[config.mk]
export PLATFORM = sky130hd
export DESIGN_NAME = mmio_req_buffer
export DESIGN_NICKNAME = d
export VERILOG_FILES = /design/src/rtl/mmio_req_buffer_pkg.sv /design/src/rtl/mmio_req_fifo.sv /design/src/rtl/mmio_req_buffer.sv
export SDC_FILE = /design/constraint.sdc
export NUM_CORES = 1
export LEC_CHECK = 0
export CAP_MARGIN = 20
export CORE_UTILIZATION = 45
export DETAILED_ROUTE_END_ITERATION = 6
export DONT_BUFFER_PORTS = 1
export GPL_TIMING_DRIVEN = 1
export SLEW_MARGIN = 0
export SYNTH_ARGS = -nofsm -noshare
export SYNTH_HDL_FRONTEND = slang
export SYNTH_HIERARCHICAL = 1
export SYNTH_SLANG_ARGS = --single-unit
[constraint.sdc]
create_clock -name clk -period 37.2 [get_ports clk]
set_clock_uncertainty 0.2 [all_clocks]
set_input_delay 7.44 -clock clk [delete_from_list [all_inputs] [get_ports clk]]
set_output_delay 7.44 -clock clk [all_outputs]
set_load 0.01 [all_outputs]
[src/rtl/mmio_req_buffer_pkg.sv]
// rtl/mmio_req_buffer_pkg.sv - shared types and constants for the MMIO request buffer
package mmio_req_buffer_pkg;

  typedef logic [63:0] t_mmio_value;
  typedef logic [15:0] t_csr_idx;

  // One buffered host request; rd and wr are never both set once stored
  typedef struct packed {
    t_csr_idx    addr;
    logic        rd;
    logic        wr;
    t_mmio_value data;
    logic [7:0]  be;
  } t_mmio_req;

  localparam logic [15:0] TORTURE_SEED = 16'hFFFE;

endpackage

[src/rtl/mmio_req_fifo.sv]
// rtl/mmio_req_fifo.sv - in-order request FIFO with wrap-bit pointers
module mmio_req_fifo
  import mmio_req_buffer_pkg::*;
#(
  parameter int DEPTH = 8
) (
  input  logic                     clk,
  input  logic                     rst,
  input  logic                     push,
  input  t_mmio_req                push_data,
  input  logic                     pop,
  output t_mmio_req                head,
  output logic                     full,
  output logic                     empty,
  output logic [$clog2(DEPTH):0]   count
);

  localparam int AW = $clog2(DEPTH);

  t_mmio_req mem [DEPTH];
  logic [AW:0] wr_ptr;
  logic [AW:0] rd_ptr;
  logic        do_push;
  logic        do_pop;

  // Same index with opposite wrap bits means every slot is occupied
  assign full    = (wr_ptr[AW] != rd_ptr[AW]) && (wr_ptr[AW-1:0] == rd_ptr[AW-1:0]);
  assign empty   = (wr_ptr == rd_ptr);
  assign count   = wr_ptr - rd_ptr;
  assign do_push = push && !full;
  assign do_pop  = pop && !empty;
  assign head    = mem[rd_ptr[AW-1:0]];

  // Pointer advance; reset discards all stored requests
  always_ff @(posedge clk or posedge rst) begin
    if (rst) begin
      wr_ptr <= '0;
      rd_ptr <= '0;
    end else begin
      if (do_push) wr_ptr <= wr_ptr + 1'b1;
      if (do_pop)  rd_ptr <= rd_ptr + 1'b1;
    end
  end

  // Entry storage; contents are only meaningful between the pointers
  always_ff @(posedge clk) begin
    if (do_push) mem[wr_ptr[AW-1:0]] <= push_data;
  end

endmodule

[src/rtl/mmio_req_buffer.sv]
// rtl/mmio_req_buffer.sv - host MMIO request buffer; MMIO_REQ_BUF_TORTURE_EN adds a rotating waitrequest pattern
module mmio_req_buffer
  import mmio_req_buffer_pkg::*;
#(
  parameter int ADDR_W       = 16,
  parameter int DATA_W       = 64,
  parameter int REQ_DEPTH    = 8,
  parameter int RD_LATENCY   = 2,
  parameter int MAX_RD_OUTST = 4
) (
  input  logic                clk,
  input  logic                reset,
  input  logic [ADDR_W-1:0]   h_address,
  input  logic                h_read,
  input  logic                h_write,
  input  logic [DATA_W-1:0]   h_writedata,
  input  logic [DATA_W/8-1:0] h_byteenable,
  output logic                h_waitrequest,
  output logic [DATA_W-1:0]   h_readdata,
  output logic                h_readdatavalid,
  output logic [ADDR_W-1:0]   d_address,
  output logic                d_read,
  output logic                d_write,
  output logic [DATA_W-1:0]   d_writedata,
  output logic [DATA_W/8-1:0] d_byteenable,
  input  logic [DATA_W-1:0]   d_readdata,
  output logic                err_rdwr
);

  localparam int CW = $clog2(REQ_DEPTH) + 1;
  // One spare count value so rd_outst + pending d_read cannot wrap
  localparam int OW = $clog2(MAX_RD_OUTST + 2);

  t_mmio_req             push_req;
  t_mmio_req             head;
  logic                  full;
  logic                  empty;
  logic [CW-1:0]         fifo_count;
  logic                  accept;
  logic                  pop;
  logic                  rd_room;
  logic [OW-1:0]         rd_outst;
  logic [RD_LATENCY-1:0] vpipe;
  logic                  fifo_full_wait;

  assign fifo_full_wait = (fifo_count == CW'(REQ_DEPTH));

`ifdef MMIO_REQ_BUF_TORTURE_EN
  logic [15:0] torture_pat;

  // Rotating stall pattern that forces the host through its retry path
  always_ff @(posedge clk or posedge reset) begin
    if (reset) torture_pat <= TORTURE_SEED;
    else       torture_pat <= {torture_pat[14:0], torture_pat[15]};
  end

  assign h_waitrequest = fifo_full_wait | reset | torture_pat[0];
`else
  assign h_waitrequest = fifo_full_wait | reset;
`endif

  assign accept = (h_read || h_write) && !h_waitrequest;

  // Build the FIFO entry; a simultaneous read+write is kept as a read only
  always_comb begin
    push_req      = '0;
    push_req.addr = h_address;
    push_req.rd   = h_read;
    push_req.wr   = h_write && !h_read;
    push_req.data = h_writedata;
    push_req.be   = h_byteenable;
  end

  mmio_req_fifo #(.DEPTH(REQ_DEPTH)) u_fifo (
    .clk       (clk),
    .rst       (reset),
    .push      (accept && !full),
    .push_data (push_req),
    .pop       (pop),
    .head      (head),
    .full      (full),
    .empty     (empty),
    .count     (fifo_count)
  );

  // A read already on d_read is counted now so back-to-back issue cannot overshoot
  assign rd_room = (rd_outst + OW'(d_read)) < OW'(MAX_RD_OUTST);
  assign pop     = !empty && (head.wr || rd_room);

  // Drive the popped entry to the decode stage; strobes last one cycle, payload holds
  always_ff @(posedge clk or posedge reset) begin
    if (reset) begin
      d_read       <= 1'b0;
      d_write      <= 1'b0;
      d_address    <= '0;
      d_writedata  <= '0;
      d_byteenable <= '0;
    end else begin
      d_read  <= pop && head.rd;
      d_write <= pop && head.wr;
      if (pop) begin
        d_address    <= head.addr;
        d_writedata  <= head.data;
        d_byteenable <= head.be;
      end
    end
  end

  // Valid pipe matched to the decode-stage read latency
  always_ff @(posedge clk or posedge reset) begin
    if (reset) begin
      vpipe <= '0;
    end else begin
      vpipe[0] <= d_read;
      for (int i = 1; i < RD_LATENCY; i++) vpipe[i] <= vpipe[i-1];
    end
  end

  assign h_readdatavalid = vpipe[RD_LATENCY-1];
  assign h_readdata      = h_readdatavalid ? d_readdata : '0;

  // Reads in flight downstream: counted on d_read, retired on readdatavalid
  always_ff @(posedge clk or posedge reset) begin
    if (reset) begin
      rd_outst <= '0;
    end else if (d_read && !h_readdatavalid) begin
      rd_outst <= rd_outst + OW'(1);
    end else if (!d_read && h_readdatavalid) begin
      rd_outst <= rd_outst - OW'(1);
    end
  end

  // Sticky flag for a host cycle that asserted read and write together
  always_ff @(posedge clk or posedge reset) begin
    if (reset)                          err_rdwr <= 1'b0;
    else if (accept && h_read && h_write) err_rdwr <= 1'b1;
  end

endmodule

==> summary.md <==
| Metric | Value |
|---|---|
| Count leader, synth | `edfxtp_1` |
| Final net count | `around 2200` |
| Syn-to-layout area delta | `10.3%` |
| Total design power | `around 3.4 mW` |
| Worst setup margin | `around 21 ns` |
| Main synth FF type | `edfxtp_1` |
| Die Ht | `279 um` |
| CTS Buf Count | `85` |
| Starting Density | `45.5%` |
| FF+latch count, synth | `824` |
| Worst Hold Class | `flip-flop to flip-flop` |
| Fill count | `6161` |
| Worst-Skew Late Latency | `around 0.64 ns` |
| Number of max-cap violations | `0` |
| Average size of a mapped cell | `16.8 um^2` |
| Via count | `~19000` |
| Setup Buffers After CTS | `0` |
| Final ANT Viol Nets | `0` |
| I/O Pins | `313` |
| CTS tree | `yes` |
| Post-synthesis net count | `between 2000 and 2500` |
| Largest net degree at the start of global routing | `about 150` |
| Synth cell types | `41` |
| Status | `completed` |
| Worst path required time | `just under 30 ns` |
| CTS H-tree lvls | `3` |
| Fin crit period | `16.08 ns` |
| Critical path class | `input pin to primary output` |
| Crit path DAT | `8.44 ns` |
| Number of flops mapped to enable cells by yosys | `720` |
| Post-Syn Area | `0.0346 mm^2` |
| Pins Over Slew Limit | `0` |
| Worst-path maximum fanout | `52` |
| Asr flop ratio synth | `between 10% and 20%` |
| Die ar. | `approximately 0.08 mm^2` |
| Max IR drop VDD | `around 0.053 mV` |
| Clock buffer depth | `3` |
| GRT overflow | `0` |
| Initial antenna violation count | `0` |
| First-pass GRT wire length | `approximately 130000 um` |
| Post-CTS sizing | `0` |
| Residual DRC | `0` |
| Lkg Pwr | `12.7 nW` |
| Sequential cell area fraction in the yosys report | `a little over two thirds` |
| Slew margin rel. | `between 20 and 30%` |
| First drt pass iteration count | `7` |
| Placer Congestion | `~0.8` |
| Total GRT Usage | `21.8%` |
| Post-synth top area cell | `edfxtp_1` |
| PD cells | `between 80 and 90 mW/mm^2` |
| Post-synth top area share | `62.5%` |
| Setup WS pre-CTS | `roughly 21 ns` |
| Unrepaired setup endpoints after global routing | `no` |
| Worst Tran Pin Value | `approximately 1.1 ns` |
| Commonest cells in the netlist | `edfxtp_1 (720), nand2_1 (274), mux4_2 (180)` |
| Core Area | `around 0.076 mm^2` |
| Final period util | `43.2%` |
| Num rows | `101` |
| Max frequency | `between 60 and 70 MHz` |
| Cells after Synth | `around 2100` |
| Hold Vio Cnt, Final | `0` |
| Synth area leaders | `edfxtp_1 (62%), mux4_2 (12%), dfrtp_1 (7.5%)` |
| Via density per instance | `around 6.0` |
| Yosys warns | `6` |
| Final setup viols | `0` |
| IO Port Bufs | `0` |
| Width of the die | `roughly 280 um` |
| Vias in the first global route | `19782` |
| Clock Pin Slew Worst Setup and Hold Paths | `0.06 ns` |
| Startpoint Class | `input pin` |
| Root buf cell | `clkbuf_16` |
| CP Capture Type | `primary output` |
| Final HPWL DP | `around 47000 um` |
| Total clock sinks | `between 800 and 900` |
| CTS Hold Buffers Added | `0` |
| Setup TNS | `0 ns` |
| Layout cells sized above 1 | `17.8%` |
| Wirelength per Cell | `around 27 um` |
| Routed wire length | `83900 um` |
| Initial DRC count | `between 1500 and 2000` |
## cell families (layout without fill, tap and decap cells)
group | Yosys count | in the layout | share of synthesized area [%]
buffers and inverters | 174 | 212 | 2.51
AND/OR/NAND/NOR | 671 | 671 | 10.5
AO/OA/AOI/OAI | 185 | 185 | 4.48
flip-flops | 824 | 824 | 70.0
adder cells (fa/ha/maj) | 8 | 8 | 0.333
XOR/XNOR | 14 | 14 | 0.376
multiplexers | 183 | 183 | 11.8
other | 0 | 1 | 0
## worst max-delay path, stage by stage
cell	delay [ns]
inv_4	0.57
o41ai_2	0.18
buf_4	0.22
## path summary, 6_finish.rpt
kind	from	endpoint	slack, ns	depth (start not counted)
worst min register to register	vpipe[0]$_DFF_PP0_	vpipe[1]$_DFF_PP0_	0.15	0
max in group asynchronous	reset	d_writedata[0]$_DFFE_PP0P_	28.85	2
worst max-delay path	reset	h_waitrequest	21.12	3
min in group asynchronous	reset	u_fifo/wr_ptr[1]$_DFFE_PP0P_	6.47	1
worst max register to register	u_fifo/rd_ptr[2]$_DFFE_PP0P_	u_fifo/mem[7][52]$_DFFE_PP_	31.69	12
worst min-delay path	vpipe[0]$_DFF_PP0_	vpipe[1]$_DFF_PP0_	0.15	0
## registers in the layout (all words and copies together) (netlist names), 2 cells and up
| signal | cells |
|---|---|
| u_fifo/mem | 720 |
| d_writedata | 64 |
| d_address | 16 |
| vpipe | 2 |
| d_byteenable | 8 |
| u_fifo/wr_ptr | 4 |
| u_fifo/rd_ptr | 4 |
| rd_outst | 3 |
## metrics by stage
stage / instance area, um^2 / hold WS (ns) / util (%) / std cells
3_3_place_gp: 35500 / 0.132 / 46.7 / 2966
4_1_cts: 38100 / 0.159 / 50.2 / 3126
3_5_place_dp: 35500 / 0.150 / 46.8 / 2968
6_report: 38100 / 0.151 / 50.2 / 3128
5_1_grt: 38100 / 0.167 / 50.2 / 3127
2_1_floorplan: 34600 / 0.131 / - / 2059
## metal layers
metal / up-vias / share of wire (%) / GRT usage [%]
met5: - / 0 / 0
met4: 0 / 1.7 / 5.37
met3: 108 / 8.2 / 5.58
met2: 705 / 49 / 36.4
met1: 9983 / 41 / 28.6
li1: 8081 / - / -
## layout make-up
type / count / area (um^2) / area share, %
sequential: 824 / 24200 / 63.5
timing repair buffer: 39 / 342 / 0.896
inverter: 15 / 61.3 / 0.161
antenna: 1 / 2.50 / 0.00656
clock inverter: 50 / 389 / 1.02
tap: 1030 / 1290 / 3.38
multi-input combinational: 1061 / 9600 / 25.2
clock buffer: 108 / 2220 / 5.83
## layout by cell type, fill, tap and decap left out, types with 3 or more instances in the layout
master / netlist / final
clkbuf_1: 100 / 22
mux2_2: 3 / 3
a222oi_1: 44 / 44
and2_1: 65 / 64
xnor2_1: 7 / 7
xor2_1: 6 / 6
nand3b_1: 88 / 88
and2b_4: 4 / 4
buf_4: 2 / 34
clkinvlp_4: 0 / 5
nand2_1: 274 / 273
clkinv_2: 0 / 21
and3b_1: 44 / 44
nor2_4: 0 / 4
clkbuf_16: 0 / 85
buf_12: 0 / 3
a221oi_1: 44 / 44
bufinv_16: 0 / 3
a21oi_1: 3 / 3
clkinv_1: 0 / 13
nor2_1: 10 / 6
inv_6: 0 / 3
dfrtp_1: 104 / 100
mux4_2: 180 / 180
nor3_2: 0 / 4
nand3_1: 90 / 90
and2b_1: 5 / 5
inv_1: 15 / 13
edfxtp_1: 720 / 720
dfrtp_4: 0 / 4
ha_1: 6 / 6
o211ai_1: 88 / 88
nor2b_1: 81 / 80
## power by group
| group | switching, mW | internal (mW) |
|---|---|---|
| logic | 0.702 | 0.523 |
| registers | 0.169 | 1.20 |
| clock network | 0.351 | 0.448 |
| total | 1.22 | 2.17 |
(Power assumes the default switching activity.)
